$ cat src/rtl/sync_down_counter_pkg.sv
// -----------------------------------------------------------------------------
// sync_down_counter_pkg
//
// Purpose:
//    Shared types and constants for the programmable down counter and its
//    toggle flip-flop slice. It holds the controller state encodings, the
//    width of the state register, and the selector used to choose what the
//    count register does on the next edge.
//
// Contents:
//    STATE_W       width of the controller state register
//    CounterState  IDLE / RUN / DONE controller states
//    QMode         next-edge action for the count register
// -----------------------------------------------------------------------------
package sync_down_counter_pkg;

   // Two bits cover the three controller states.
   localparam int STATE_W = 2;

   // Controller states. The encodings are fixed so other blocks in the
   // datapath/control can decode them if they ever need to.
   typedef enum logic [STATE_W-1:0] {
      ST_IDLE = 2'd0,
      ST_RUN  = 2'd1,
      ST_DONE = 2'd2
   } CounterState;

   // Action applied to the count register on the next clock edge.
   //    QM_HOLD   : keep the current count
   //    QM_DEC    : subtract one by using the borrow chain
   //    QM_LOAD_D : take the parallel load value D
   //    QM_LOAD_R : take the captured reload value
   typedef enum logic [1:0] {
      QM_HOLD   = 2'd0,
      QM_DEC    = 2'd1,
      QM_LOAD_D = 2'd2,
      QM_LOAD_R = 2'd3
   } QMode;

endpackage : sync_down_counter_pkg

$ cat src/rtl/sync_down_counter_tff_async_clear.sv
// -----------------------------------------------------------------------------
// tff_async_clear
//
// Purpose:
//    One bit of the down counter. It is a toggle flip-flop: when T is high on
//    a rising clock edge, the stored bit inverts. When T is low, the bit holds.
//    A low level on CLR_N forces the bit to 0 at once, without waiting for a
//    clock edge.
//
// Ports:
//    CLK    in   1  clock, state changes on posedge
//    CLR_N  in   1  asynchronous active-low clear
//    T      in   1  toggle enable
//    Q      out  1  stored bit
// -----------------------------------------------------------------------------
module tff_async_clear (
   input  logic CLK,
   input  logic CLR_N,
   input  logic T,
   output logic Q
);

   // The bit only ever toggles. The parent turns a load into a toggle
   // request by XORing the present value with the wanted value.
   always_ff @(posedge CLK or negedge CLR_N) begin
      if (!CLR_N) begin
         Q <= 1'b0;
      end else if (T) begin
         Q <= ~Q;
      end
   end

endmodule : tff_async_clear

$ cat src/rtl/sync_down_counter.sv
// -----------------------------------------------------------------------------
// sync_down_counter
//
// Purpose:
//    Programmable synchronous down counter / countdown timer. It counts from a
//    loaded value toward zero and raises a registered terminal-count flag when
//    the count reaches zero. It supports a single-shot mode and an
//    auto-reload (periodic) mode. It is used for delay and timeout sequencing
//    in the MIPS datapath/control.
//
// Parameters:
//    N            counter width in bits (N >= 2)
//
// Ports:
//    CLK          in   1  clock, all state updates on posedge
//    CLR_N        in   1  asynchronous active-low clear
//    LOAD         in   1  parallel load strobe
//    D            in   N  load value, also captured as the reload value
//    START        in   1  start/resume strobe
//    STOP         in   1  pause strobe
//    AUTO_RELOAD  in   1  1 = periodic mode, 0 = single-shot
//    Q            out  N  current count
//    TC           out  1  terminal-count flag, registered
//    BUSY         out  1  high while the controller is in RUN
//    DONE         out  1  high while the controller is in DONE
// -----------------------------------------------------------------------------
module sync_down_counter
   import sync_down_counter_pkg::*;
#(
   parameter int N = 4
) (
   input  logic         CLK,
   input  logic         CLR_N,
   input  logic         LOAD,
   input  logic [N-1:0] D,
   input  logic         START,
   input  logic         STOP,
   input  logic         AUTO_RELOAD,
   output logic [N-1:0] Q,
   output logic         TC,
   output logic         BUSY,
   output logic         DONE
);

   CounterState state;
   CounterState stateNext;
   QMode        qMode;
   logic [N-1:0] reloadVal;
   logic [N-1:0] reloadNext;
   logic         tcReg;
   logic         tcNext;
   logic         qIsZero;
   logic         qIsOne;
   logic         reloadIsZero;
   logic [N-1:0] borrow;
   logic [N-1:0] loadVal;
   logic [N-1:0] toggle;

   // These count decodes are shared by the controller and the toggle logic.
   // The comparisons are written so they stay correct for any width N.
   always_comb begin
      qIsZero      = (Q == '0);
      qIsOne       = (Q == {{(N-1){1'b0}}, 1'b1});
      reloadIsZero = (reloadVal == '0);
   end

   // Controller next-state logic. A strobe is acted on only in a state where
   // it means something, and the priority is LOAD, then STOP, then START.
   // STOP takes the edge even where it is ignored, so a STOP+START pair never
   // starts the counter. Every output starts from "hold, no TC". Each branch
   // changes only what differs from that default.
   always_comb begin
      stateNext  = state;
      qMode      = QM_HOLD;
      tcNext     = 1'b0;
      reloadNext = reloadVal;

      if (LOAD) begin
         qMode      = QM_LOAD_D;
         reloadNext = D;
         stateNext  = ST_IDLE;
      end else begin
         unique case (state)
            ST_IDLE: begin
               if (!STOP && START) begin
                  if (qIsZero) begin
                     stateNext = ST_DONE;
                     tcNext    = 1'b1;
                  end else begin
                     stateNext = ST_RUN;
                  end
               end
            end

            ST_RUN: begin
               if (STOP) begin
                  stateNext = ST_IDLE;
               end else if (qIsOne) begin
                  qMode  = QM_DEC;
                  tcNext = 1'b1;
                  if (!AUTO_RELOAD) begin
                     stateNext = ST_DONE;
                  end
               end else if (qIsZero) begin
                  // RUN sees a zero count only in periodic mode, in the cycle
                  // after the terminal pulse. If periodic mode was dropped
                  // at that moment, the run ends here without a second pulse.
                  if (AUTO_RELOAD) begin
                     qMode  = QM_LOAD_R;
                     tcNext = reloadIsZero;
                  end else begin
                     stateNext = ST_DONE;
                  end
               end else begin
                  qMode = QM_DEC;
               end
            end

            ST_DONE: begin
               if (!STOP && START) begin
                  qMode = QM_LOAD_R;
                  if (reloadIsZero) begin
                     tcNext = 1'b1;
                  end else begin
                     stateNext = ST_RUN;
                  end
               end
            end

            default: begin
               stateNext = ST_IDLE;
            end
         endcase
      end
   end

   // Borrow chain for the decrement. Bit i flips when every lower bit is
   // zero. The chain is gated by a non-zero count, so the counter can never
   // wrap from zero to all ones.
   always_comb begin
      borrow[0] = ~qIsZero;
      for (int i = 1; i < N; i++) begin
         borrow[i] = borrow[i-1] & ~Q[i-1];
      end
   end

   // Toggle requests for the flip-flop slice. A load becomes "flip every bit
   // that differs from the target". A decrement uses the borrow chain.
   always_comb begin
      loadVal = (qMode == QM_LOAD_R) ? reloadVal : D;
      toggle  = '0;
      unique case (qMode)
         QM_DEC:    toggle = borrow;
         QM_LOAD_D: toggle = Q ^ loadVal;
         QM_LOAD_R: toggle = Q ^ loadVal;
         default:   toggle = '0;
      endcase
   end

   // One toggle flip-flop per count bit.
   for (genvar g = 0; g < N; g++) begin : gBit
      tff_async_clear uBit (
         .CLK   (CLK),
         .CLR_N (CLR_N),
         .T     (toggle[g]),
         .Q     (Q[g])
      );
   end

   // Controller state, reload value and terminal-count flag. A clear resets
   // all three at once, together with the count bits.
   always_ff @(posedge CLK or negedge CLR_N) begin
      if (!CLR_N) begin
         state     <= ST_IDLE;
         reloadVal <= '0;
         tcReg     <= 1'b0;
      end else begin
         state     <= stateNext;
         reloadVal <= reloadNext;
         tcReg     <= tcNext;
      end
   end

   // The status outputs are a straight decode of the registered state.
   always_comb begin
      TC   = tcReg;
      BUSY = (state == ST_RUN);
      DONE = (state == ST_DONE);
   end

endmodule : sync_down_counter

$ cat config.mk
export PLATFORM = sky130hd
export DESIGN_NAME = sync_down_counter
export DESIGN_NICKNAME = d
export VERILOG_FILES = /design/src/rtl/sync_down_counter_pkg.sv /design/src/rtl/sync_down_counter_tff_async_clear.sv /design/src/rtl/sync_down_counter.sv
export SDC_FILE = /design/constraint.sdc
export NUM_CORES = 1
export LEC_CHECK = 0
export CORE_MARGIN = 3
export CORE_UTILIZATION = 40
export DETAILED_ROUTE_END_ITERATION = 8
export PLACE_DENSITY = 0.62
export SYNTH_ARGS = -nofsm -noshare
export SYNTH_HDL_FRONTEND = slang
export SYNTH_SLANG_ARGS = --single-unit
$ cat constraint.sdc
create_clock -name CLK -period 3.44 [get_ports CLK]
set_input_delay 0.516 -clock CLK [delete_from_list [all_inputs] [get_ports CLK]]
set_output_delay 0.516 -clock CLK [all_outputs]
set_load 0.02 [all_outputs]
* After elaboration in Yosys (flattened, before gate mapping)
Cells that the tools add are included.
W data, S select, Z words.
** Operators by class
- Bitwise operators :: 9
- Equality and inequality tests :: 10
- Muxes and demuxes :: 29
- Reductions and logical operators :: 7
** Operators with widths (number)
- $mux W2 :: 15
- $mux W1 :: 9
- $logic_not A4 Y1 :: 2
- $pmux W4 S2 :: 1
- $eq A2 B2 Y1 const B :: 3
- $ne A3 B3 Y1 const B :: 2
- $pmux W2 S3 :: 1
- $ne A5 B3 Y1 const B :: 1
- $not A1 Y1 :: 5
- $eq A2 B1 Y1 const B :: 2
- $eq A4 B1 Y1 const B :: 1
- $mux W4 :: 1
- $pmux W2 S2 :: 1
- $reduce_and A4 Y1 :: 1
- $xor A4 B4 Y4 :: 1
- $and A1 B1 Y1 :: 3
- $ne A3 B2 Y1 const B :: 1
- $pmux W1 S3 :: 1
- $logic_not A2 Y1 :: 1
- $reduce_or A2 Y1 :: 1
- $logic_and A1 B1 Y1 :: 1
- $logic_not A1 Y1 :: 1
** Storage, ports and cells
- Input bits :: 10
- Logic and storage cells :: 62
- Output and inout bits :: 7
- Register bits after elaboration :: 11

* Depth between registers and ports, before layout
- Depth in word-level cells :: 10
- Depth in mapped cells :: 6
- Gate-level depth less buffers :: 6

* Hierarchy
From an unflattened synthesis, not the netlist that was laid out.
** Unflattened totals
- Cells, all modules :: 78
- Area, all modules :: 748.2 um2
** By module, submodules not included
- sync_down_counter :: area each 613.1 um2, cells each 70, times used 1, seq. area each 175.2 um2
- tff_async_clear :: area each 33.8 um2, cells each 2, times used 4, seq. area each 25.0 um2

* Worst setup path after synthesis
OpenSTA, ideal clock, no wires.
- Path type :: register -> register
- Start point :: register state[1]
- End point :: register gBit[2].uBit.Q
- Path buffers :: 0
- Data arrival time :: 1.859 ns
- Cell stages (with the launch flop) :: 7
- Library setup time :: 0.120 ns
- Required time :: 3.320 ns
- Period minus slack after synthesis :: 1.979 ns
- Path slack :: 1.461 ns
- Path through :: dfrtp_1 > inv_1 > ha_1 > nor2b_4 > nand4b_4 > or4b_1 > a31o_1
** Between the ends
- Word-level cells in the longest chain between the ends :: 7
- Elaborated cells on any way between the ends :: 11
- Classes of those cells :: eq/ne: 5; mux: 4; bitwise: 1; reduce/logical: 1
** Ends and longest elaborated chain
- start, declared :: RTL line sync_down_counter.sv:45 : CounterState state;
- start signal, assigned :: RTL line sync_down_counter.sv:178 : state <= stateNext;
- $eq A2 B1 Y1 (*)
- via BUSY :: RTL line sync_down_counter.sv:41 : output logic BUSY,
- $pmux W2 S2 (*) :: RTL line sync_down_counter.sv:83 : unique case (state)
- $mux W2 (*) :: RTL line sync_down_counter.sv:78 : if (LOAD) begin
- $eq A2 B2 Y1 :: RTL line sync_down_counter.sv:150, sync_down_counter.sv:152
- $mux W4 :: RTL line sync_down_counter.sv:150 : loadVal = (qMode == QM_LOAD_R) ? reloadVal : D;
- $xor A4 B4 Y4 :: RTL line sync_down_counter.sv:154, sync_down_counter.sv:155
- $pmux W4 S2 (*) :: RTL line sync_down_counter.sv:152 : unique case (qMode)
- end signal, assigned :: RTL line sync_down_counter_tff_async_clear.sv:29 : Q <= ~Q;
- end, declared :: RTL line sync_down_counter_tff_async_clear.sv:20 : output logic Q
The timed path passes the listed nets; every way through them passes the cells marked *.
A chain may end at the register's enable or synchronous reset.

* Worst setup path in the final report
- Start point :: register state[0]
- End point :: output port DONE
** Between the ends
- Word-level cells in the longest chain between the ends :: 1
** Ends and longest elaborated chain
- $eq A2 B2 Y1 :: RTL line sync_down_counter.sv:188 : DONE = (state == ST_DONE);
- end, declared :: RTL line sync_down_counter.sv:42 : output logic DONE
Every way passes these cells.

==> flow_metrics.env <==
export IMPL_hold_start="reloadVal[0]$_DFFE_PN0P_"
export IMPL_r2r_end="gBit[2].uBit.Q$_DFFE_PN0P_"
export IMPL_worstHoldPathCells=1
export IMPL_gp_congestion=0.774
export IMPL_via_per_inst=5.55
export IMPL_ys_warn_count=0
export IMPL_syn2layout_area_growth_pct=19.4
export IMPL_synth_nets=97
export IMPL_clk_path_buf_depth=2
export IMPL_swShare=0.362
export IMPL_clkTransAtPathRegs_ns=0.06
export IMPL_start_util=0.455
export IMPL_grt_max_degree=21
export IMPL_relSlewSlack=0.599
export IMPL_postSynthAreaPerCell_sq_um=10.1
export IMPL_cts_root_buf="clkbuf_4"
export IMPL_path_max_fanout=7
export IMPL_p_int_uw=298
export IMPL_nNetsFinal=112
export IMPL_critPathArrivalTime_ns=1.70
export IMPL_drc=0
export IMPL_p_sw_uw=169
export IMPL_insertion_delay_ns=0.26
export IMPL_finalPower_uw=466
export IMPL_dr_pass1_iters=4
export IMPL_rr_startpoint="state[1]$_DFFE_PN0P_"
export IMPL_setup_tns_ns=0
export IMPL_die_x_um=51.7
export IMPL_routed_via_count=677
export IMPL_postCtsSetupRepairBufs=0
export IMPL_rsz0062_at_grt="false"
export IMPL_required_ns=2.92
export IMPL_cts_buffers=3
export IMPL_wl_per_cell_um=13.9
export IMPL_grt_pass1_wl_mm=2.87
export IMPL_cts_tree="yes"
export IMPL_p_comb_frac=0.448
export IMPL_setup_viol=0
export IMPL_antenna_found_initial=0
export IMPL_h_tree_depth=1
export IMPL_max_slew_worst_pin_slew_ns=0.597
export IMPL_min_path_type="reg2reg"
export IMPL_worstSetupEndpointType="output pin"
export IMPL_grt_pass1_vias=636
export IMPL_fmax_mhz=451
export IMPL_p_leak_uw=0.000395
export IMPL_wirelength_mm=1.70
export IMPL_ir_drop_mv=0.203
export IMPL_hold_buffers=0
export IMPL_synth_seq_cells=11
export IMPL_seq_area_frac_synth=0.329
export IMPL_grt_overflow_total=0
export IMPL_num_rows=15
export IMPL_drive_gt1_frac=0.165
export IMPL_synth_area_sq_um=837
export IMPL_status="complete, no violations"
export IMPL_worstSetupStartpointType="register"
export IMPL_clock_sinks=11
export IMPL_finalCritPeriodShare=0.645
export IMPL_drt_initial_drc_count=5
export IMPL_cts_resized=0
export IMPL_p_clk_frac=0.181
export IMPL_hold_path_end="reloadVal[0]$_DFFE_PN0P_"
export IMPL_track_usage=0.141
export IMPL_place_hpwl_mm=1.31
export IMPL_fp_coreArea_sq_mm=0.00184
export IMPL_crit_start="state[0]$_DFFE_PN0P_"
export IMPL_synth_cells=83
export IMPL_drv_cap=0
export IMPL_antenna_cells=0
export IMPL_fin_skew_ns=0.00620
export IMPL_dieArea_sq_mm=0.00268
export IMPL_drt_antenna_violating_nets=0
export IMPL_reg2reg_depth=6
export IMPL_final_hold_violation_count=0
export IMPL_ioPinCount=17
export IMPL_ys_types=38
export IMPL_port_buffers=16
export IMPL_fillers=175
export IMPL_power_frac_seq=0.371
export IMPL_period_minus_slack_ns=2.22
export IMPL_p_per_area_mw_per_mm2=467
export IMPL_finalMaxSlewViolations=0
export IMPL_crit_type="reg2out"
export IMPL_r2r_slack_ns=1.47
export IMPL_die_h_um=51.7
sequential cells by signal, summed over array words and instances, names as in the netlist:
name and flops:
gBit.uBit.Q 4, TC 1, reloadVal 4, state 2
cells in the final DEF, fill, tap and decap left out, types with 2 or more instances in the layout:
cell and n:
ha_1 4, nor2b_1 4, nor2_1 2, o21ai_0 2, clkbuf_4 3, or3_1 3, nor4_1 2, dfrtp_1 11
inv_1 5, nand2b_1 5, o311ai_0 2, nand2_1 4, nor3_1 4, a21oi_1 4, clkdlybuf4s50_1 16, mux2_2 3
power by group through the flow:
stage / Combinational (uW) / Sequential [uW] / Clock, uW
after floorplan: 162 / 165 / 0
after global placement: 209 / 174 / 0
after detailed placement: 208 / 176 / 0
after CTS: 210 / 173 / 88.0
after global routing: 226 / 178 / 95.1
final: 209 / 173 / 84.4
how the worst max path moves through the flow:
stage	end	slack, ns	cells past startpoint
2_1_floorplan	gBit[2].uBit.Q$_DFFE_PN0P_	1.46	6
3_3_place_gp	gBit[2].uBit.Q$_DFFE_PN0P_	1.28	5
3_5_place_dp	gBit[2].uBit.Q$_DFFE_PN0P_	1.25	5
4_1_cts	DONE	1.20	3
5_1_grt	DONE	1.08	3
6_report	DONE	1.22	3
metal layers:
| layer | vias to the layer above | global-route usage | wire length, um |
|---|---|---|---|
| li1 | 332 | - | - |
| met1 | 325 | 0.196 | 829 |
| met2 | 18 | 0.218 | 775 |
| met3 | 2 | 0.0430 | 79 |
| met4 | 0 | 0.0262 | 14 |
| met5 | - | 0 | 0 |
synthesized netlist by cell type:
| cell | count | area [sq um] |
|---|---|---|
| a211oi_1 | 1 | 7.51 |
| a21o_1 | 1 | 7.51 |
| a21oi_1 | 4 | 20.0 |
| a22oi_2 | 1 | 12.5 |
| a31o_1 | 1 | 8.76 |
| a32oi_1 | 1 | 8.76 |
| and4b_1 | 1 | 10.0 |
| and4bb_2 | 1 | 12.5 |
| buf_4 | 5 | 37.5 |
| buf_6 | 1 | 11.3 |
| clkbuf_8 | 1 | 13.8 |
| dfrtp_1 | 11 | 275 |
| ha_1 | 4 | 50.1 |
| inv_1 | 5 | 18.8 |
| mux2_2 | 3 | 33.8 |
| mux2_4 | 1 | 15.0 |
| mux2i_1 | 1 | 10.0 |
| nand2_1 | 4 | 15.0 |
| nand2b_1 | 5 | 31.3 |
| nand4_1 | 1 | 6.26 |
| nand4b_4 | 1 | 23.8 |
| nor2_1 | 2 | 7.51 |
| nor2b_1 | 4 | 25.0 |
| nor2b_4 | 1 | 13.8 |
| nor3_1 | 4 | 20.0 |
| nor4_1 | 2 | 12.5 |
| nor4b_1 | 1 | 8.76 |
| nor4bb_1 | 1 | 10.0 |
| o211ai_2 | 1 | 12.5 |
| o21ai_0 | 2 | 10.0 |
| o22a_2 | 1 | 10.0 |
| o22ai_1 | 1 | 6.26 |
| o311ai_0 | 2 | 17.5 |
| or2_2 | 1 | 6.26 |
| or3_1 | 3 | 18.8 |
| or4_1 | 1 | 7.51 |
| or4_4 | 1 | 11.3 |
| or4b_1 | 1 | 10.0 |
critical path: stages, from the launching register on:
cell and delay, ns:
dfrtp_1 0.42, inv_1 0.10, ha_1 0.28, clkdlybuf4s50_1 0.65
cell type report:
type / instances / area [sq um] / share of cell area
Sequential cell: 11 / 275 / 0.275
Inverter: 5 / 18.8 / 0.0188
Multi-Input combinational cell: 60 / 480 / 0.481
Timing Repair Buffer: 17 / 168 / 0.168
Tap cell: 25 / 31.3 / 0.0313
Clock buffer: 4 / 26.3 / 0.0263
logic make-up (layout without fill, tap and decap cells):
kind of cell,Yosys count,after routing,synth area share
DFF,11,11,0.329
and+or+nand+nor,35,35,0.299
muxes,5,5,0.0702
AOI/OAI and AO/OA,16,16,0.145
buffers and inverters,12,26,0.0972
adders and majority gates,4,4,0.0598
metrics by stage:
step	util	instances	hold WS, ns	cell area (sq um)	setup slack [ns]
2_1_floorplan	-	83	0.220	837	1.46
3_3_place_gp	0.529	118	0.537	973	1.28
3_5_place_dp	0.529	118	0.531	973	1.25
4_1_cts	0.544	122	0.549	1000	1.20
5_1_grt	0.544	122	0.586	1000	1.08
6_report	0.544	122	0.551	1000	1.22
Power figures use the tool's default switching activity.
